$ cat config.mk
export PLATFORM = sky130hd
export DESIGN_NAME = data_mem_arbiter
export DESIGN_NICKNAME = d
export VERILOG_FILES = /design/src/rtl/data_mem_arbiter.sv
export SDC_FILE = /design/constraint.sdc
export NUM_CORES = 1
export LEC_CHECK = 0
export BUFFER_PORTS_ARGS = -buffer_cell sky130_fd_sc_hd__buf_2
export CAP_MARGIN = 10
export CORE_ASPECT_RATIO = 1.75
export CORE_MARGIN = 2
export CORE_UTILIZATION = 46
export CTS_CLUSTER_SIZE = 28
export DETAILED_ROUTE_END_ITERATION = 6
export GPL_TIMING_DRIVEN = 0
export PLACE_DENSITY_LB_ADDON = 0.12
export SYNTH_ARGS = -nofsm -noshare
export SYNTH_HDL_FRONTEND = slang
export SYNTH_SLANG_ARGS = --single-unit
export TNS_END_PERCENT = 100
$ cat constraint.sdc
create_clock -name clk -period 6 [get_ports clk]
set_clock_uncertainty 0.05 [all_clocks]
set_input_delay 0.9 -clock clk [delete_from_list [all_inputs] [get_ports clk]]
set_output_delay 0.9 -clock clk [all_outputs]
set_load 0.05 [all_outputs]
$ cat src/rtl/data_mem_arbiter.sv
// Arbitrates the single-port 256x8 data memory between the load/store path (A)
// and the text loader/DMA (B): round-robin on ties, optional locked bursts.
module data_mem_arbiter #(
    parameter int unsigned MAX_BURST   = 8,
    parameter bit          ALIGN_CHECK = 1'b1
) (
    input  logic        clk,
    input  logic        rst,
    input  logic        a_req,
    input  logic        a_we,
    input  logic        a_lock,
    input  logic [7:0]  a_addr,
    input  logic [31:0] a_wdata,
    output logic        a_gnt,
    output logic        a_rvalid,
    output logic [31:0] a_rdata,
    output logic        a_err,
    input  logic        b_req,
    input  logic        b_we,
    input  logic        b_lock,
    input  logic [7:0]  b_addr,
    input  logic [31:0] b_wdata,
    output logic        b_gnt,
    output logic        b_rvalid,
    output logic [31:0] b_rdata,
    output logic        b_err,
    output logic        mem_we,
    output logic [7:0]  mem_addr,
    output logic [31:0] mem_wdata,
    input  logic [31:0] mem_rdata
);
    typedef enum logic [1:0] {IDLE = 2'd0, OWN_A = 2'd1, OWN_B = 2'd2} state_e;
    typedef enum logic {PORT_A = 1'b0, PORT_B = 1'b1} port_e;

    localparam logic [8:0] BURST_LIMIT = 9'(MAX_BURST);

    state_e      state_q, state_d;
    port_e       rr_last_q, rr_last_d;
    logic [7:0]  burst_cnt_q, burst_cnt_d;
    logic        a_rvalid_q, b_rvalid_q, a_err_q, b_err_q;
    logic [31:0] a_rdata_q, b_rdata_q;

    logic        a_mis, b_mis, a_rd, b_rd;
    logic        own_req, own_lock, burst_last;
    port_e       owner;

    assign a_mis = ALIGN_CHECK && (a_addr[1:0] != 2'b00);
    assign b_mis = ALIGN_CHECK && (b_addr[1:0] != 2'b00);
    assign a_rd  = a_gnt && !a_we && !a_mis;
    assign b_rd  = b_gnt && !b_we && !b_mis;

    assign owner      = (state_q == OWN_B) ? PORT_B : PORT_A;
    assign own_req    = (owner == PORT_B) ? b_req  : a_req;
    assign own_lock   = (owner == PORT_B) ? b_lock : a_lock;
    assign burst_last = ({1'b0, burst_cnt_q} + 9'd1) == BURST_LIMIT;

    always_comb begin
        a_gnt = 1'b0;
        b_gnt = 1'b0;
        case (state_q)
            IDLE: begin
                if (a_req && b_req) begin
                    a_gnt = (rr_last_q == PORT_B);
                    b_gnt = (rr_last_q == PORT_A);
                end else begin
                    a_gnt = a_req;
                    b_gnt = b_req;
                end
            end
            OWN_A:   a_gnt = a_req;
            OWN_B:   b_gnt = b_req;
            default: ;
        endcase
    end

    always_comb begin
        mem_we    = 1'b0;
        mem_addr  = '0;
        mem_wdata = '0;
        if (a_gnt) begin
            mem_we    = a_we && !a_mis;
            mem_addr  = a_addr;
            mem_wdata = a_wdata;
        end else if (b_gnt) begin
            mem_we    = b_we && !b_mis;
            mem_addr  = b_addr;
            mem_wdata = b_wdata;
        end
    end

    always_comb begin
        state_d     = state_q;
        rr_last_d   = rr_last_q;
        burst_cnt_d = burst_cnt_q;
        case (state_q)
            IDLE: begin
                if (a_req && b_req) begin
                    rr_last_d = a_gnt ? PORT_A : PORT_B;
                end
                // With a burst limit of one, a locked grant is just a plain access.
                if (BURST_LIMIT > 9'd1) begin
                    if (a_gnt && a_lock) begin
                        state_d     = OWN_A;
                        burst_cnt_d = 8'd1;
                    end else if (b_gnt && b_lock) begin
                        state_d     = OWN_B;
                        burst_cnt_d = 8'd1;
                    end
                end
            end
            OWN_A, OWN_B: begin
                // Count includes the current grant, so release fires on grant MAX_BURST.
                if (!own_req || !own_lock || burst_last) begin
                    state_d     = IDLE;
                    rr_last_d   = owner;
                    burst_cnt_d = '0;
                end else begin
                    burst_cnt_d = burst_cnt_q + 8'd1;
                end
            end
            default: begin
                state_d     = IDLE;
                burst_cnt_d = '0;
            end
        endcase
    end

    always_ff @(posedge clk) begin
        if (rst) begin
            state_q     <= IDLE;
            rr_last_q   <= PORT_B;
            burst_cnt_q <= '0;
            a_rvalid_q  <= 1'b0;
            b_rvalid_q  <= 1'b0;
            a_err_q     <= 1'b0;
            b_err_q     <= 1'b0;
            a_rdata_q   <= '0;
            b_rdata_q   <= '0;
        end else begin
            state_q     <= state_d;
            rr_last_q   <= rr_last_d;
            burst_cnt_q <= burst_cnt_d;
            a_rvalid_q  <= a_rd;
            b_rvalid_q  <= b_rd;
            a_err_q     <= a_gnt && a_mis;
            b_err_q     <= b_gnt && b_mis;
            if (a_rd) a_rdata_q <= mem_rdata;
            if (b_rd) b_rdata_q <= mem_rdata;
        end
    end

    assign a_rvalid = a_rvalid_q;
    assign b_rvalid = b_rvalid_q;
    assign a_err    = a_err_q;
    assign b_err    = b_err_q;
    assign a_rdata  = a_rdata_q;
    assign b_rdata  = b_rdata_q;

endmodule

==> summary.txt <==
Status
  – Status: finished clean

Worst hold path
  – Hold Path Class: reg -> reg
  – Min-delay src: b_rdata[4]
  – Worst Hold Depth: 2
  – Hold Crit Endpoint: b_rdata[4]

Clocking
  – CTS Root Cell: clkbuf_16
  – CTS Sinks: 79
  – CTS Hold Buffers Added: 0
  – Maximum buffer depth of the clock tree: 2
  – CTS tree: done
  – Insertion delay to the later sink of the worst-skew pair: roughly 0.34 ns
  – Num CTS Buffers: 9
  – Htree depth: 3
  – Post-CTS setup buffer count: 0
  – CTS clk-pin slew, worst paths: about 0.060 ns
  – Post-CTS sizing: 0

Setup path
  – Crit-path slowest cell: clkbuf_1
  – CP endpoint kind: output port
  – CP required: 5.05 ns
  – Crit path max fanout: 10
  – Reg2reg start: state_q[1]
  – Cell Chain, Critical Path: inv_1 -> ha_1 -> a21o_1 -> nand2_1 -> inv_2 -> nor2_1 -> clkbuf_1 -> a22o_1 -> buf_2
  – Crit path DAT: 2.77 ns
  – Crit path kind: reg -> out
  – Cell depth of the worst flop-to-flop path: 8
  – Internal reg-to-reg setup slack: 3.45 ns
  – Crit path largest cell delay: between 0.4 and 0.5 ns
  – Crit Reg-Reg Endpoint: b_rdata[1]
  – CP startpoint kind: flip-flop

Global route
  – Largest net degree at the start of global routing: 14
  – Vias in the first global route: roughly 4100
  – GRT Total Usage: 0.292
  – First-pass GRT wire length: 19400 um
  – Grt total ovfl: 0
  – Initial antenna violation count: 0

Yosys
  – Syn_nets: between 500 and 600
  – Area leader, netlist: dfxtp_1
  – Synth top area share: 0.446
  – Synth Flop Type: dfxtp_1
  – Synth top cells by count: nand2_1, dfxtp_1, a21oi_1
  – Syn Area/Cell: 7.87 sq um
  – Mapped Area: between 3000 and 4000 sq um
  – Warnings, synthesis: 0
  – Number of enable flip-flop cells after synthesis: 0
  – Main area contributors after synthesis: dfxtp_1, nand2_1, a22o_1
  – Synthesis-stage register bit count: 79
  – Most frequent cell after synthesis: nand2_1
  – Sequential area share after synthesis: 0.446
  – Syn Inst Count: ~450
  – Synth cell types: 45
  – Share of flip-flops with an asynchronous set or reset: 0

Placed design
  – Cell Area, Placed: between 4000 and 5000 sq um
  – I/O Buffers: between 200 and 250
  – HPWL after DPL: roughly 9900 um
  – GPL Wtd Cong: 0.924

Timing
  – Period Utilization, post-route: 0.620
  – Hold Fails Final Rpt: 0
  – Fmax: between 0.2 and 0.3 GHz
  – Min Tclk post-route: ~3.7 ns
  – Setup_tns: 0 ns
  – Slew Viols, Final: 0
  – Rel. slew slack: 0.444
  – RSZ-0062 raised after global routing: false
  – Slew of the pin with the lowest slew margin: 0.827 ns
  – Endpoints failing setup: 0

Power
  – Maximum VDD drop: 184 uV
  – Lkg Pwr: between 2 and 2.5 nW
  – Pwr per Cell Area: between 300 and 400 nW/um^2

Route
  – Drt total wl: ~12000 um
  – Avg WL per Cell: 16.0 um
  – Drt drc: 0
  – First DRT Iteration DRCs: between 200 and 300
  – Vias per std cell: 5.42
  – Antenna Nets Post-Route: 0
  – Via count: around 4200
  – Pre-antenna DRT Iters: 7

Layout
  – Fin area: 5100 sq um
  – # nets final: slightly above 800
  – Filler instances: 653
  – N_diodes: 0
  – Syn-to-layout area delta: 43.7%
  – Multi-input logic area: around 1800 sq um
  – Layout cells sized above 1: 0.370
  – Sequential cell area: ~1600 sq um

Floorplanning
  – Die area: ~8500 sq um
  – Die Ht: around 120 um
  – Starting Density: 0.472
  – Total core area: about 7500 sq um
  – Die Wd: about 70 um
  – # IOs: 231
  – Num rows: between 40 and 50

Flow run
  – Max cap viols: 0
-- area by class of cell --
type                    instances  share of cell area
multi-input cells             328               0.353
flip-flops and latches         79               0.310
repair buffers                229               0.225
clock buffers                  10              0.0468
inverters                      11             0.00809
well taps                      88              0.0216
plain buffers                  33              0.0248
clock inverters                 5              0.0113
-- worst max path at each step --
| stage | startpoint | endpoint | depth (start not counted) |
|---|---|---|---|
| floorplan | a_req | mem_addr[0] | 5 |
| finish | state_q[0] | mem_wdata[8] | 9 |
| detailed placement | b_req | mem_wdata[8] | 9 |
| global route | state_q[0] | mem_wdata[8] | 9 |
| CTS | state_q[0] | mem_wdata[8] | 9 |
| global placement | b_req | mem_wdata[8] | 9 |
-- state kept, by name (all words and copies together), names as in the netlist --
register,cells
a_err,1
burst_cnt_q,8
rr_last_q,1
a_rvalid,1
b_rdata,32
b_rvalid,1
state_q,2
b_err,1
a_rdata,32
-- kinds of logic after synthesis --
kind of cell,count (synthesis),share of synthesized area
and+or+nand+nor,190,0.232
AOI/OAI and AO/OA,130,0.249
DFF,79,0.446
buffers and inverters,44,0.0472
adders and majority gates,5,0.0176
muxes,2,0.00599
xor gates and xnor gates,1,0.00247
-- placed cells by master (no fill, tap or decap), types with 2 or more instances in the layout --
| master | Yosys | routed |
|---|---|---|
| ha_1 | 5 | 5 |
| nand4_1 | 5 | 5 |
| a21oi_1 | 69 | 69 |
| and3_1 | 2 | 2 |
| a22o_1 | 40 | 40 |
| nor2_1 | 10 | 10 |
| or4_1 | 3 | 3 |
| nor3_1 | 5 | 5 |
| a31oi_1 | 2 | 2 |
| nand3_1 | 5 | 5 |
| o21ai_0 | 3 | 3 |
| clkbuf_16 | 0 | 9 |
| nor3b_1 | 2 | 2 |
| buf_2 | 2 | 231 |
| o21ai_1 | 2 | 2 |
| or2_2 | 2 | 2 |
| o311ai_0 | 3 | 3 |
| clkbuf_1 | 31 | 31 |
| inv_1 | 10 | 10 |
| nand2_1 | 141 | 141 |
| nand2b_1 | 4 | 4 |
| or3_1 | 2 | 2 |
| nand4b_1 | 2 | 2 |
| dfxtp_1 | 79 | 79 |
| clkinv_2 | 0 | 2 |
-- power breakdown --
group          total [mW]  internal (mW)  switching [mW]  leakage [nW]
Combinational       0.584          0.157           0.426          1.62
Clock               0.545          0.332           0.213         0.149
Sequential          0.555          0.543          0.0122         0.639
Total                1.68           1.03           0.651          2.41
-- worst max-delay path: cells and delay by family, from the launching register on --
| family | cells | cell delay, ns |
|---|---|---|
| AOI/OAI and AO/OA | 2 | 0.51 |
| adders and majority gates | 1 | 0.29 |
| buffers and inverters | 4 | 0.91 |
| DFF | 1 | 0.37 |
| and+or+nand+nor | 2 | 0.36 |
-- layer usage --
| layer | vias up | share of wire | GRT usage |
|---|---|---|---|
| met1 | 1960 | 0.37 | 0.313 |
| met4 | 0 | 0.046 | 0.144 |
| met5 | - | 0 | 0 |
| met3 | 31 | 0.071 | 0.0725 |
| met2 | 213 | 0.52 | 0.524 |
| li1 | 2037 | - | - |
-- stage by stage --
stage / setup WS, ns / power (mW) / hold WS (ns) / std cells / utilization
after global placement: 2.26 / 1.14 / 0.389 / 768 / 0.640
after global routing: 2.10 / 1.75 / 0.421 / 783 / 0.679
final: 2.28 / 1.68 / 0.400 / 783 / 0.679
after detailed placement: 2.24 / 1.15 / 0.393 / 768 / 0.640
after CTS: 2.23 / 1.69 / 0.401 / 783 / 0.679
after floorplan: 2.50 / 0.989 / 0.413 / 451 / -
Note: power is estimated with default switching activity, not from simulation.
